==> config.mk <==
export PLATFORM = sky130hd
export DESIGN_NAME = id_ex_wb_datapath
export DESIGN_NICKNAME = d
export VERILOG_FILES = /design/src/rtl/id_ex_wb_datapath.sv
export SDC_FILE = /design/constraint.sdc
export NUM_CORES = 1
export LEC_CHECK = 0
export ABC_CLOCK_PERIOD_IN_PS = 2410
export BUFFER_PORTS_ARGS = -buffer_cell sky130_fd_sc_hd__buf_2
export CORE_MARGIN = 3
export CORE_UTILIZATION = 30
export CTS_CLUSTER_SIZE = 20
export DETAILED_ROUTE_END_ITERATION = 16
export PLACE_DENSITY = 0.47
export SLEW_MARGIN = 10
export SYNTH_ARGS = -nofsm -noshare
export SYNTH_HDL_FRONTEND = slang
export SYNTH_SLANG_ARGS = --single-unit
==> constraint.sdc <==
create_clock -name Clk -period 2.41 [get_ports Clk]
set_input_delay 0.3615 -clock Clk [delete_from_list [all_inputs] [get_ports Clk]]
set_output_delay 0.3615 -clock Clk [all_outputs]
set_load 0.01 [all_outputs]
==> src/rtl/id_ex_wb_datapath.sv <==
// ---------------------------------------------------------------------------
// id_ex_wb_datapath
//
// Back end of the 8-bit MOV/SLL pipeline: ID stage (register-file read with
// operand forwarding), ID/EX register, EX stage (move or shift-left), EX/WB
// register, and write-back into the register file.
//
// Ports
//   Clk                     clock, all state updates on the rising edge
//   Reset                   asynchronous, active-low reset
//   IF_ID_RegWrite          instruction in ID writes its destination
//   IF_ID_SMCtrl            1 = SLL, 0 = MOV
//   IF_ID_Instruction_Code  [7:6] opcode (unused), [5:3] rd, [2:0] rs/shamt
//   Dbg_Addr                debug register-file read address
//   Dbg_Data                raw register-file contents at Dbg_Addr
//   WB_RegWrite             EX/WB write enable
//   WB_Rd                   EX/WB destination register
//   WB_Data                 EX/WB result
// ---------------------------------------------------------------------------
module id_ex_wb_datapath #(
    parameter int DATA_W   = 8,
    parameter int NUM_REGS = 8
) (
    input  logic              Clk,
    input  logic              Reset,
    input  logic              IF_ID_RegWrite,
    input  logic              IF_ID_SMCtrl,
    input  logic [7:0]        IF_ID_Instruction_Code,
    input  logic [2:0]        Dbg_Addr,
    output logic [DATA_W-1:0] Dbg_Data,
    output logic              WB_RegWrite,
    output logic [2:0]        WB_Rd,
    output logic [DATA_W-1:0] WB_Data
);

    // Shift left with zero fill, truncated back to the datapath width.
    function automatic logic [DATA_W-1:0] shl_trunc(input logic [DATA_W-1:0] val,
                                                    input logic [2:0]        amt);
        shl_trunc = val << amt;
    endfunction

    logic [DATA_W-1:0] rf [NUM_REGS];

    // ID/EX register (vld doubles as the RegWrite of the instruction it carries)
    logic              vld_p1;
    logic              sm_p1;
    logic [2:0]        rd_p1;
    logic [2:0]        shamt_p1;
    logic [DATA_W-1:0] opnd_p1;

    // EX/WB register
    logic              vld_p2;
    logic [2:0]        rd_p2;
    logic [DATA_W-1:0] data_p2;

    // ---- ID stage --------------------------------------------------------
    logic [2:0]        rd_p0;
    logic [2:0]        rs_p0;
    logic [2:0]        src_p0;
    logic [DATA_W-1:0] opnd_p0;
    logic [DATA_W-1:0] ex_result_p1;
    logic              unused_opcode;

    assign unused_opcode = ^IF_ID_Instruction_Code[7:6];

    assign rd_p0  = IF_ID_Instruction_Code[5:3];
    assign rs_p0  = IF_ID_Instruction_Code[2:0];
    // SLL reads its own destination; MOV reads rs.
    assign src_p0 = IF_ID_SMCtrl ? rd_p0 : rs_p0;

    // Newest producer wins. The EX/WB path also covers the same-edge case
    // where the register file is being written while ID reads it.
    always_comb begin
        opnd_p0 = rf[src_p0];
        if (vld_p1 && (rd_p1 == src_p0)) begin
            opnd_p0 = ex_result_p1;
        end else if (vld_p2 && (rd_p2 == src_p0)) begin
            opnd_p0 = data_p2;
        end
    end

    // ---- ID/EX boundary --------------------------------------------------
    always_ff @(posedge Clk or negedge Reset) begin
        if (!Reset) begin
            vld_p1   <= 1'b0;
            sm_p1    <= 1'b0;
            rd_p1    <= 3'd0;
            shamt_p1 <= 3'd0;
            opnd_p1  <= '0;
        end else begin
            vld_p1   <= IF_ID_RegWrite;
            sm_p1    <= IF_ID_SMCtrl;
            rd_p1    <= rd_p0;
            shamt_p1 <= rs_p0;
            opnd_p1  <= opnd_p0;
        end
    end

    // ---- EX stage --------------------------------------------------------
    assign ex_result_p1 = sm_p1 ? shl_trunc(opnd_p1, shamt_p1) : opnd_p1;

    // ---- EX/WB boundary --------------------------------------------------
    always_ff @(posedge Clk or negedge Reset) begin
        if (!Reset) begin
            vld_p2  <= 1'b0;
            rd_p2   <= 3'd0;
            data_p2 <= '0;
        end else begin
            vld_p2  <= vld_p1;
            rd_p2   <= rd_p1;
            data_p2 <= ex_result_p1;
        end
    end

    assign WB_RegWrite = vld_p2;
    assign WB_Rd       = rd_p2;
    assign WB_Data     = data_p2;

    // ---- Write-back / register file --------------------------------------
    // Reset preloads R[i] = i so the pipeline has known, distinct operands.
    always_ff @(posedge Clk or negedge Reset) begin
        if (!Reset) begin
            for (int i = 0; i < NUM_REGS; i++) begin
                rf[i] <= DATA_W'(i);
            end
        end else if (vld_p2) begin
            rf[rd_p2] <= data_p2;
        end
    end

    assign Dbg_Data = rf[Dbg_Addr];

endmodule

==> run metrics <==
Post-synth EDFFs=0; RSZ-0062 raised after global routing=false; Area Growth Syn to Fin=18.2%; Synth Area in Compound Gates=0.0725; Tmin final=roughly 2.0 ns; worst ir drop on vdd=between 0.3 and 0.4 mV; number of buffers created by CTS=9; CP arrival=approximately 1.7 ns; setup bufs post-CTS=0; met1 Track Usage GR=0.210; xor/xnor cell area share of the yosys netlist=0.0110; Worst-Skew Late Latency=approximately 0.34 ns; CP Max Fanout=3; multi-input logic area=around 0.0023 mm2; startpoint types=flop; PwrDens=~920 mW/mm2; root buffer cell=clkbuf_16; Achievable Freq=0.496 GHz; final setup TNS=0 ns; HP Class=in -> async; Top Usage Layer GRT=met2; CTS tree=yes; GRT overflow=0; Setup Skew=slightly above 0.008 ns; DP Wirelength=roughly 8700 um; Boundary Pins=35; GR Util All Layers=0.154; die width=around 130 um; clk slew on worst S/H paths=~0.060 ns; FFs w/ async S/R, synth=1.00; Lkg Pwr=2.37 nW; largest net degree at the start of global routing=between 50 and 60; cell area after synthesis=0.00478 mm2; Worst setup EP type=primary output; H-tree depth=3; DRC=0; Crit path required time=approximately 2.1 ns; total number of vias=~3,500; status=completed; Nets=between 400 and 500; CTS Sinks=92; GR met3 Demand/Resource=0.0275; max_slew headroom=0.555; Slew Viols, Final=0; adder-cell area share of the yosys netlist=0; first-pass GRT wire length=~21,000 um; # diodes=0; max-cap violations=0; Vias/cell=5.24; unique cell type count in the Yosys netlist=42; antenna violations before repair=0; Worst Setup Path Type=reg -> out; endpoints failing setup=0; Gate Count Post-Synth=402; Fillers=~1,500; core area=approximately 0.015 mm2; top_reg_cell synth=dfrtp_1; synth warn=0; M2 GR Usage=0.244; Syn Nets=approximately 420; Core Rows=45; die area=around 0.017 mm2; drt pass-1 iters=5; Placer Congestion=about 0.8; Period Utilization, post-route=0.837; PostCTS Resize Cnt=0; Seq/Total Area, Yosys=0.485; total wire length=13,200 um; Hold-fix buffers, CTS=0; layout cells sized above 1=0.409; main combinational cell family by area after synthesis=multiplexers; Inst Count DP=~650; CTS max path bufs=2; final hold violation count=0; simple-gate share of the synthesized area=0.121; vias in the first global route=about 3,600; Initial Util=0.311; Port Buf Inserts=32; post-synthesis mux area share=0.285; worst slew pin tran=~0.67 ns; sequential standard cell area=~0.0023 mm2; Seq cells post-synth=a little over 90; DRT iter0 DRCs=between 150 and 200; remaining antenna violation count after routing=0; routed len/inst=roughly 20 um; Non-Filler Instances=~660; Synth Area per Inst=between 10 and 15 um2; die span in y=between 100 and 150 um
## cells in the mapped netlist (3+ instances only)
cell | number | area [um2]
a32oi_1 | 7 | 61.3
mux2i_1 | 10 | 100
dfrtp_1 | 80 | 2000
inv_1 | 9 | 33.8
o22ai_1 | 7 | 43.8
a21oi_1 | 7 | 35.0
clkbuf_1 | 16 | 60.1
buf_2 | 4 | 20.0
o21a_1 | 3 | 22.5
xnor2_1 | 4 | 35.0
mux2_2 | 73 | 822
dfstp_2 | 12 | 315
nand2_1 | 56 | 210
o21ai_0 | 8 | 40.0
mux4_2 | 19 | 428
nor3_1 | 3 | 15.0
nand4_1 | 9 | 56.3
nand3_1 | 16 | 80.1
nand2b_1 | 4 | 25.0
nand4b_1 | 3 | 26.3
a31oi_1 | 8 | 50.1
nor2_1 | 14 | 52.6
## metrics by stage
step                instance area (um2)  total power, mW  worst slack, ns  hold WS (ns)  utilization
finish                             5650             5.21            0.394        0.0592        0.368
global route                       5650             5.52            0.354         0.101        0.368
CTS                                5650             5.27            0.372        0.0750        0.368
detailed placement                 5330             3.74            0.165         0.371        0.347
global placement                   5330             3.70            0.193         0.382        0.347
floorplan                          4780             3.27            0.160        0.0659            -
## placed cells by master (no fill, tap or decap), types with 8 or more instances in the layout
cell	count
buf_2	31
dfstp_2	12
mux2_2	73
clkbuf_16	9
dfrtp_1	80
inv_1	9
a31oi_1	8
nand3_1	16
mux4_2	19
nand4_1	9
nand2_1	56
buf_4	20
nor2_1	14
o21ai_0	8
mux2i_1	10
## cell type report
type | count | area share
repair buffers | 54 | 0.0647
multi-input cells | 279 | 0.415
clock buffers | 13 | 0.0496
clock inverters | 3 | 0.00753
well taps | 211 | 0.0467
inverters | 9 | 0.00598
flip-flops and latches | 92 | 0.410
## metal layers
layer | vias up | routed length, um | share of wire
li1 | 1583 | - | -
met1 | 1765 | 5880 | 0.45
met2 | 88 | 6310 | 0.48
met3 | 28 | 563 | 0.043
met4 | 0 | 396 | 0.030
met5 | - | 0 | 0
## power breakdown
part	switching, mW	internal (mW)
Combinational	0.529	0.737
Sequential	0.419	2.02
Clock	0.583	0.915
Total	1.53	3.68
## sequential cells by signal, indices dropped and copies added (netlist names)
register     count
opnd_p1          8
vld_p1           1
sm_p1            1
WB_Rd            3
WB_Data          8
WB_RegWrite      1
rd_p1            3
rf              64
shamt_p1         3
## logic make-up after synthesis
logic type,Yosys count
XOR/XNOR,6
flip-flops,92
buffers and inverters,31
multiplexers,103
AND/OR/NAND/NOR,118
AO/OA/AOI/OAI,52
## worst max-delay path, cell delays in order, from the launching register on
cell and delay, ns:
dfrtp_1 0.40, mux4_2 0.49, mux2_2 0.28, buf_2 0.14
## path summary, 6_finish.rpt
kind                                     start     endpoint  slack, ns  cells past startpoint
worst min register to register          vld_p1  WB_RegWrite       0.39                      0
worst max-delay path                    rf[34]  Dbg_Data[2]       0.39                      3
worst max register to register        WB_Rd[1]   opnd_p1[2]       0.55                      4
max in group asynchronous                Reset     WB_Rd[2]       1.65                      2
min in group Clk                IF_ID_RegWrite       vld_p1       0.13                      1
worst min-delay path                     Reset       rf[28]       0.06                      1
(Power assumes the default switching activity.)
